`src/rtl/dmem_arbiter_if.sv`:
```
// dmem_arbiter_if: two requester ports, arbiter response and data-memory bus; master = requesters+memory side, slave = arbiter
interface dmem_arbiter_if #(
  parameter int DATA_WIDTH = 32,
  parameter int ADDR_WIDTH = 32
);
  logic                  p0_req;
  logic                  p0_we;
  logic [ADDR_WIDTH-1:0] p0_addr;
  logic [DATA_WIDTH-1:0] p0_wdata;
  logic                  p0_ack;
  logic                  p1_req;
  logic                  p1_we;
  logic [ADDR_WIDTH-1:0] p1_addr;
  logic [DATA_WIDTH-1:0] p1_wdata;
  logic                  p1_ack;
  logic [DATA_WIDTH-1:0] rdata;
  logic [ADDR_WIDTH-1:0] mem_address;
  logic [DATA_WIDTH-1:0] mem_dataIn;
  logic                  mem_writeEnable;
  logic [DATA_WIDTH-1:0] mem_dataOut;
  logic                  busy;
  modport master (
    output p0_req, p0_we, p0_addr, p0_wdata, p1_req, p1_we, p1_addr, p1_wdata, mem_dataOut,
    input  p0_ack, p1_ack, rdata, mem_address, mem_dataIn, mem_writeEnable, busy
  );
  modport slave (
    input  p0_req, p0_we, p0_addr, p0_wdata, p1_req, p1_we, p1_addr, p1_wdata, mem_dataOut,
    output p0_ack, p1_ack, rdata, mem_address, mem_dataIn, mem_writeEnable, busy
  );
endinterface

```
`src/rtl/dmem_arbiter.sv`:
```
// dmem_arbiter: two-port data-memory arbiter (IDLE/ACCESS/RESP), clk/reset plus dmem_arbiter_if.slave bus; define DMEM_ARB_FIXED_PRIO_EN for fixed port-0 priority, round-robin otherwise
module dmem_arbiter #(
  parameter int DATA_WIDTH = 32,
  parameter int ADDR_WIDTH = 32
) (
  input logic          clk,
  input logic          reset,
  dmem_arbiter_if.slave bus
);
  typedef enum logic [1:0] {IDLE, ACCESS, RESP} state_t;
  state_t                state, state_nx;
  logic                  id_q, we_q, any, win;
  logic [ADDR_WIDTH-1:0] addr_q;
  logic [DATA_WIDTH-1:0] wdata_q, rdata_q;
  assign any = bus.p0_req | bus.p1_req;
`ifdef DMEM_ARB_FIXED_PRIO_EN
  assign win = ~bus.p0_req;
`else
  logic ptr;
  assign win = (bus.p0_req & bus.p1_req) ? ptr : ~bus.p0_req;
  always_ff @(posedge clk or posedge reset)
    if (reset) ptr <= 1'b0;
    else if (state == IDLE && any) ptr <= ~win;
`endif
  always_ff @(posedge clk or posedge reset)
    if (reset) state <= IDLE;
    else state <= state_nx;
  always_comb begin
    state_nx = state == IDLE ? (any ? ACCESS : IDLE) : state == ACCESS ? RESP : IDLE;
    bus.busy = state != IDLE;
    bus.mem_writeEnable = state == ACCESS && we_q;
    bus.p0_ack = state == RESP && !id_q;
    bus.p1_ack = state == RESP && id_q;
  end
  always_ff @(posedge clk or posedge reset)
    if (reset) begin
      id_q    <= 1'b0;
      we_q    <= 1'b0;
      addr_q  <= '0;
      wdata_q <= '0;
      rdata_q <= '0;
    end else begin
      if (state == IDLE && any) begin
        id_q    <= win;
        we_q    <= win ? bus.p1_we : bus.p0_we;
        addr_q  <= win ? bus.p1_addr : bus.p0_addr;
        wdata_q <= win ? bus.p1_wdata : bus.p0_wdata;
      end
      if (state == ACCESS && !we_q) rdata_q <= bus.mem_dataOut;
    end
  assign bus.mem_address = addr_q;
  assign bus.mem_dataIn  = wdata_q;
  assign bus.rdata       = rdata_q;
endmodule

```
`src/flat_wrapper.sv`:
```
// flat-port wrapper written by rule: the top's interface ports become plain ports
module dmem_arbiter_flat 
#(
  parameter int DATA_WIDTH = 32,
  parameter int ADDR_WIDTH = 32
)
  (clk, reset, bus_p0_req, bus_p0_we, bus_p0_addr, bus_p0_wdata, bus_p1_req, bus_p1_we, bus_p1_addr, bus_p1_wdata, bus_mem_dataOut, bus_p0_ack, bus_p1_ack, bus_rdata, bus_mem_address, bus_mem_dataIn, bus_mem_writeEnable, bus_busy);
  dmem_arbiter_if #(.DATA_WIDTH(DATA_WIDTH), .ADDR_WIDTH(ADDR_WIDTH)) bus_i ();
  input logic clk;
  input logic reset;
  input wire logic [$bits(bus_i.p0_req)-1:0] bus_p0_req;
  input wire logic [$bits(bus_i.p0_we)-1:0] bus_p0_we;
  input wire logic [$bits(bus_i.p0_addr)-1:0] bus_p0_addr;
  input wire logic [$bits(bus_i.p0_wdata)-1:0] bus_p0_wdata;
  input wire logic [$bits(bus_i.p1_req)-1:0] bus_p1_req;
  input wire logic [$bits(bus_i.p1_we)-1:0] bus_p1_we;
  input wire logic [$bits(bus_i.p1_addr)-1:0] bus_p1_addr;
  input wire logic [$bits(bus_i.p1_wdata)-1:0] bus_p1_wdata;
  input wire logic [$bits(bus_i.mem_dataOut)-1:0] bus_mem_dataOut;
  output wire logic [$bits(bus_i.p0_ack)-1:0] bus_p0_ack;
  output wire logic [$bits(bus_i.p1_ack)-1:0] bus_p1_ack;
  output wire logic [$bits(bus_i.rdata)-1:0] bus_rdata;
  output wire logic [$bits(bus_i.mem_address)-1:0] bus_mem_address;
  output wire logic [$bits(bus_i.mem_dataIn)-1:0] bus_mem_dataIn;
  output wire logic [$bits(bus_i.mem_writeEnable)-1:0] bus_mem_writeEnable;
  output wire logic [$bits(bus_i.busy)-1:0] bus_busy;
  assign bus_i.p0_req = bus_p0_req;
  assign bus_i.p0_we = bus_p0_we;
  assign bus_i.p0_addr = bus_p0_addr;
  assign bus_i.p0_wdata = bus_p0_wdata;
  assign bus_i.p1_req = bus_p1_req;
  assign bus_i.p1_we = bus_p1_we;
  assign bus_i.p1_addr = bus_p1_addr;
  assign bus_i.p1_wdata = bus_p1_wdata;
  assign bus_i.mem_dataOut = bus_mem_dataOut;
  assign bus_p0_ack = bus_i.p0_ack;
  assign bus_p1_ack = bus_i.p1_ack;
  assign bus_rdata = bus_i.rdata;
  assign bus_mem_address = bus_i.mem_address;
  assign bus_mem_dataIn = bus_i.mem_dataIn;
  assign bus_mem_writeEnable = bus_i.mem_writeEnable;
  assign bus_busy = bus_i.busy;
  dmem_arbiter #(.DATA_WIDTH(DATA_WIDTH), .ADDR_WIDTH(ADDR_WIDTH)) u_core (.clk(clk), .reset(reset), .bus(bus_i));
endmodule
```
`config.mk`:
```
export PLATFORM = sky130hd
export DESIGN_NAME = dmem_arbiter_flat
export DESIGN_NICKNAME = d
export VERILOG_FILES = /design/src/rtl/dmem_arbiter_if.sv /design/src/rtl/dmem_arbiter.sv /design/src/flat_wrapper.sv
export SDC_FILE = /design/constraint.sdc
export NUM_CORES = 1
export LEC_CHECK = 0
export CORE_UTILIZATION = 40
export DETAILED_ROUTE_END_ITERATION = 8
export PLACE_DENSITY = 0.86
export RECOVER_POWER = 25
export SETUP_SLACK_MARGIN = 0.3
export SYNTH_ARGS = -nofsm -noshare
export SYNTH_HDL_FRONTEND = slang
export SYNTH_SLANG_ARGS = --single-unit
export TNS_END_PERCENT = 50
```
`constraint.sdc`:
```
create_clock -name clk -period 11.4 [get_ports clk]
set_clock_uncertainty 0.2 [all_clocks]
set_input_delay 2.85 -clock clk [delete_from_list [all_inputs] [get_ports clk]]
set_output_delay 2.85 -clock clk [all_outputs]
set_load 0.02 [all_outputs]
```
==> impl_metrics.toml <==
[global_routing]
grt_start_max_net_pins = 72
grt_pass1_vias = 3942
antenna_found_initial = 0
grt_overflow = 0
globalRouteTotalUtil_pct = 23.7
grt_first_pass_wirelength_um = 20800

[place]
io_buffers = 265
dpl_cell_area_sq_um = 7010
numPlacedInstances = 687
gp_routability_congestion = 0.732
dp.final_hpwl_um = 9380

[clock_tree]
insertion_delay_ns = 0.35
post-cts-setup-buffers = 0
cts.path.max_buffers = 2
clock_sinks = 101
clkSlewWorstSetupHoldPaths_ns = 0.10
tritoncts_buffer_count = 9
clock_tree.htree_level_count = 3
post_cts_resized = 0
cts_root_buf = "sky130_fd_sc_hd__clkbuf_8"
cts_tree = "yes"
post_cts_hold_buffer_count = 0

[floorplanning]
initial_utilization_pct = 41.7
dieWidth_um = 106
overall_die_area_sq_um = 11300
placeableCoreArea_sq_um = 10500
top_level_ports = 266
die_h_um = 106
num_rows = 37

[routing]
wirelength_um = 13400
num_vias = 3800
vias_per_cell = 5.41
drt_first_pass_iters = 5
routed_met3_length_um = 925
routedWlPerCell_um = 19.1
remaining_drc_errors = 0
final_antenna_net_count = 0
uppermost_routed_layer = "met4"
m1WireLength_um = 5500
met2_wirelength_um = 6770
drtIter0Drc = 169

[layout]
final.fill_count = 773
drive_above_1_share_pct = 5.11
antenna_cells = 0
post-route-cell-area_sq_um = 7200
layoutNonFillerInstCount = 703
area_added_between_synthesis_and_finish_pct = 65.3
layout.nets = 728

[timing]
hold_viol = 0
finalSetupViolations = 0
period_needed_ns = 6.28
post-route-period-util_pct = 55.1
worst-slew-pin-transition_ns = 3.30
timing_max_transition_violations_final = 69
slew_headroom_pct = -120
timing.fmax_ghz = 0.159
totalNegativeSetupSlack_ns = 0
setup_repair_after_global_routing_missed_its_margin = "false"

[yosys]
gate_count_after_technology_mapping = 313
post_synth.cell_area_avg_sq_um = 13.9
synth_cell_types = 22
seq_area_frac_synth_pct = 58.0
ys.warnings.count = 0
synth_net_count = 479
synthArstFlopShare_pct = 100
leading_register_cell_type_out_of_synthesis = "sky130_fd_sc_hd__dfrtp_1"
count_of_state_elements_after_synthesis = 101
synth_edf_count = 0
synth_area_sq_um = 4360

[setup_path]
required_ns = 11.48
critPathKind = "input pin to flop"
critical_path.endpoint_type = "flop"
timing.critical_path.from_type = "input pin"
critical_path.max_fanout = 68
crit_arrival_ns = 6.36
worst_r2r_path_depth = 4
regToRegStartpoint = "u_core.state[0]$_DFF_PP0_"
worst_setup_path_startpoint = "bus_p0_req"

[pwr]
pwr_density_cell_nw_per_um2 = 270
total_leakage_power_nw = 2.94
post-layout-total-power_mw = 1.95
max-vdd-ir-drop_v = 0.000131

[job]
max_cap_violations = 1

[hold_path]
holdCritPathClass = "flop to flop"
timing.hold.worst.start = "u_core.bus.rdata[28]$_DFFE_PP0P_"
min_delay_path_depth = 1

[outcome]
status = "complete, but fails checks"
failed_checks = "max-capacitance violations, max-slew violations"
-- through the flow --
step | hold WS, ns | setup WS (ns) | utilization (%)
6_report | 0.284 | 5.12 | 68.8
3_3_place_gp | 0.267 | 6.27 | 67.0
5_1_grt | 0.298 | 4.93 | 68.8
4_1_cts | 0.298 | 5.80 | 68.9
2_1_floorplan | 0.271 | 5.70 | -
3_5_place_dp | 0.274 | 6.21 | 67.0
-- layout by cell type (no fill, tap or decap), drive strengths merged --
master	n
o21ai	2
nor3b	1
mux2	32
clkdlybuf4s50	222
o21a	65
and3	2
nor2b	2
and2	1
dlygate4sd3	43
nor2	3
clkinvlp	1
nand2b	3
nand2	1
and3b	1
dfrtp	101
buf	4
clkbuf	11
a221o	65
inv	4
clkinv	3
-- logic make-up (layout without fill, tap and decap cells) --
| logic type | count (synthesis) | count (layout) | share of synthesized area [%] |
|---|---|---|---|
| AO/OA/AOI/OAI | 132 | 132 | 26.4 |
| buffers and inverters | 34 | 288 | 5.40 |
| flip-flops | 101 | 101 | 58.0 |
| AND/OR/NAND/NOR | 14 | 14 | 1.98 |
| multiplexers | 32 | 32 | 8.27 |
-- Yosys cell counts, types with 2 or more instances --
| cell | count | area (sq um) |
|---|---|---|
| sky130_fd_sc_hd__nor2_1 | 2 | 7.51 |
| sky130_fd_sc_hd__buf_2 | 5 | 25.0 |
| sky130_fd_sc_hd__buf_6 | 13 | 146 |
| sky130_fd_sc_hd__clkbuf_1 | 13 | 48.8 |
| sky130_fd_sc_hd__o21ai_0 | 2 | 10.0 |
| sky130_fd_sc_hd__and3_1 | 2 | 12.5 |
| sky130_fd_sc_hd__o21a_1 | 65 | 488 |
| sky130_fd_sc_hd__a221o_1 | 65 | 651 |
| sky130_fd_sc_hd__mux2_2 | 2 | 22.5 |
| sky130_fd_sc_hd__dfrtp_1 | 101 | 2530 |
| sky130_fd_sc_hd__nand2b_1 | 3 | 18.8 |
| sky130_fd_sc_hd__mux2_1 | 30 | 338 |
-- where the power goes --
group | internal, mW | leakage (nW) | switching (mW)
logic | 0.556 | 1.61 | 0.527
registers | 0.536 | 1.23 | 0.0968
clock network | 0.0921 | 0.103 | 0.138
-- state kept, by name, summed over array words and instances (netlist names) --
| register | flops |
|---|---|
| u_core.bus.mem_address | 32 |
| u_core.bus.mem_dataIn | 32 |
| u_core.bus.rdata | 32 |
| u_core.state | 2 |
| u_core.id_q | 1 |
| u_core.ptr | 1 |
| u_core.we_q | 1 |
-- worst max-delay path, cell delays in order --
cell and delay [ns]:
sky130_fd_sc_hd__dlygate4sd3_1 0.61, sky130_fd_sc_hd__nor2_4 0.12, sky130_fd_sc_hd__clkbuf_1 2.33, sky130_fd_sc_hd__o21ai_0 0.26, sky130_fd_sc_hd__nand2b_1 0.18
-- final timing paths --
check / endpoint / slack [ns]
setup / recovery: u_core.id_q$_DFFE_PP0P_ / 5.12
hold / removal: u_core.bus.rdata[28]$_DFFE_PP0P_ / 0.28
setup reg to reg: u_core.bus.mem_address[7]$_DFFE_PP0P_ / 9.37
hold reg to reg: u_core.bus.rdata[28]$_DFFE_PP0P_ / 0.28
max in group asynchronous: u_core.bus.mem_dataIn[20]$_DFFE_PP0P_ / 6.53
min in group asynchronous: u_core.bus.mem_address[28]$_DFFE_PP0P_ / 2.99
-- final cells by class --
class                           count  area, sq um  share of cell area (%)
Clock buffer                       10          138                    1.91
Clock inverter                      6         67.6                   0.938
Inverter                            2         8.76                   0.122
Timing Repair Buffer              270         2690                    37.3
Tap cell                          136          170                    2.36
Sequential cell                   101         2530                    35.1
Multi-Input combinational cell    178         1610                    22.3
-- per-layer routing --
layer	GRT usage, %	vias up
li1	-	1718
met3	5.27	17
met2	40.8	197
met5	0	-
met1	29.7	1868
met4	7.04	0
Note: power is estimated with default switching activity, not from simulation.
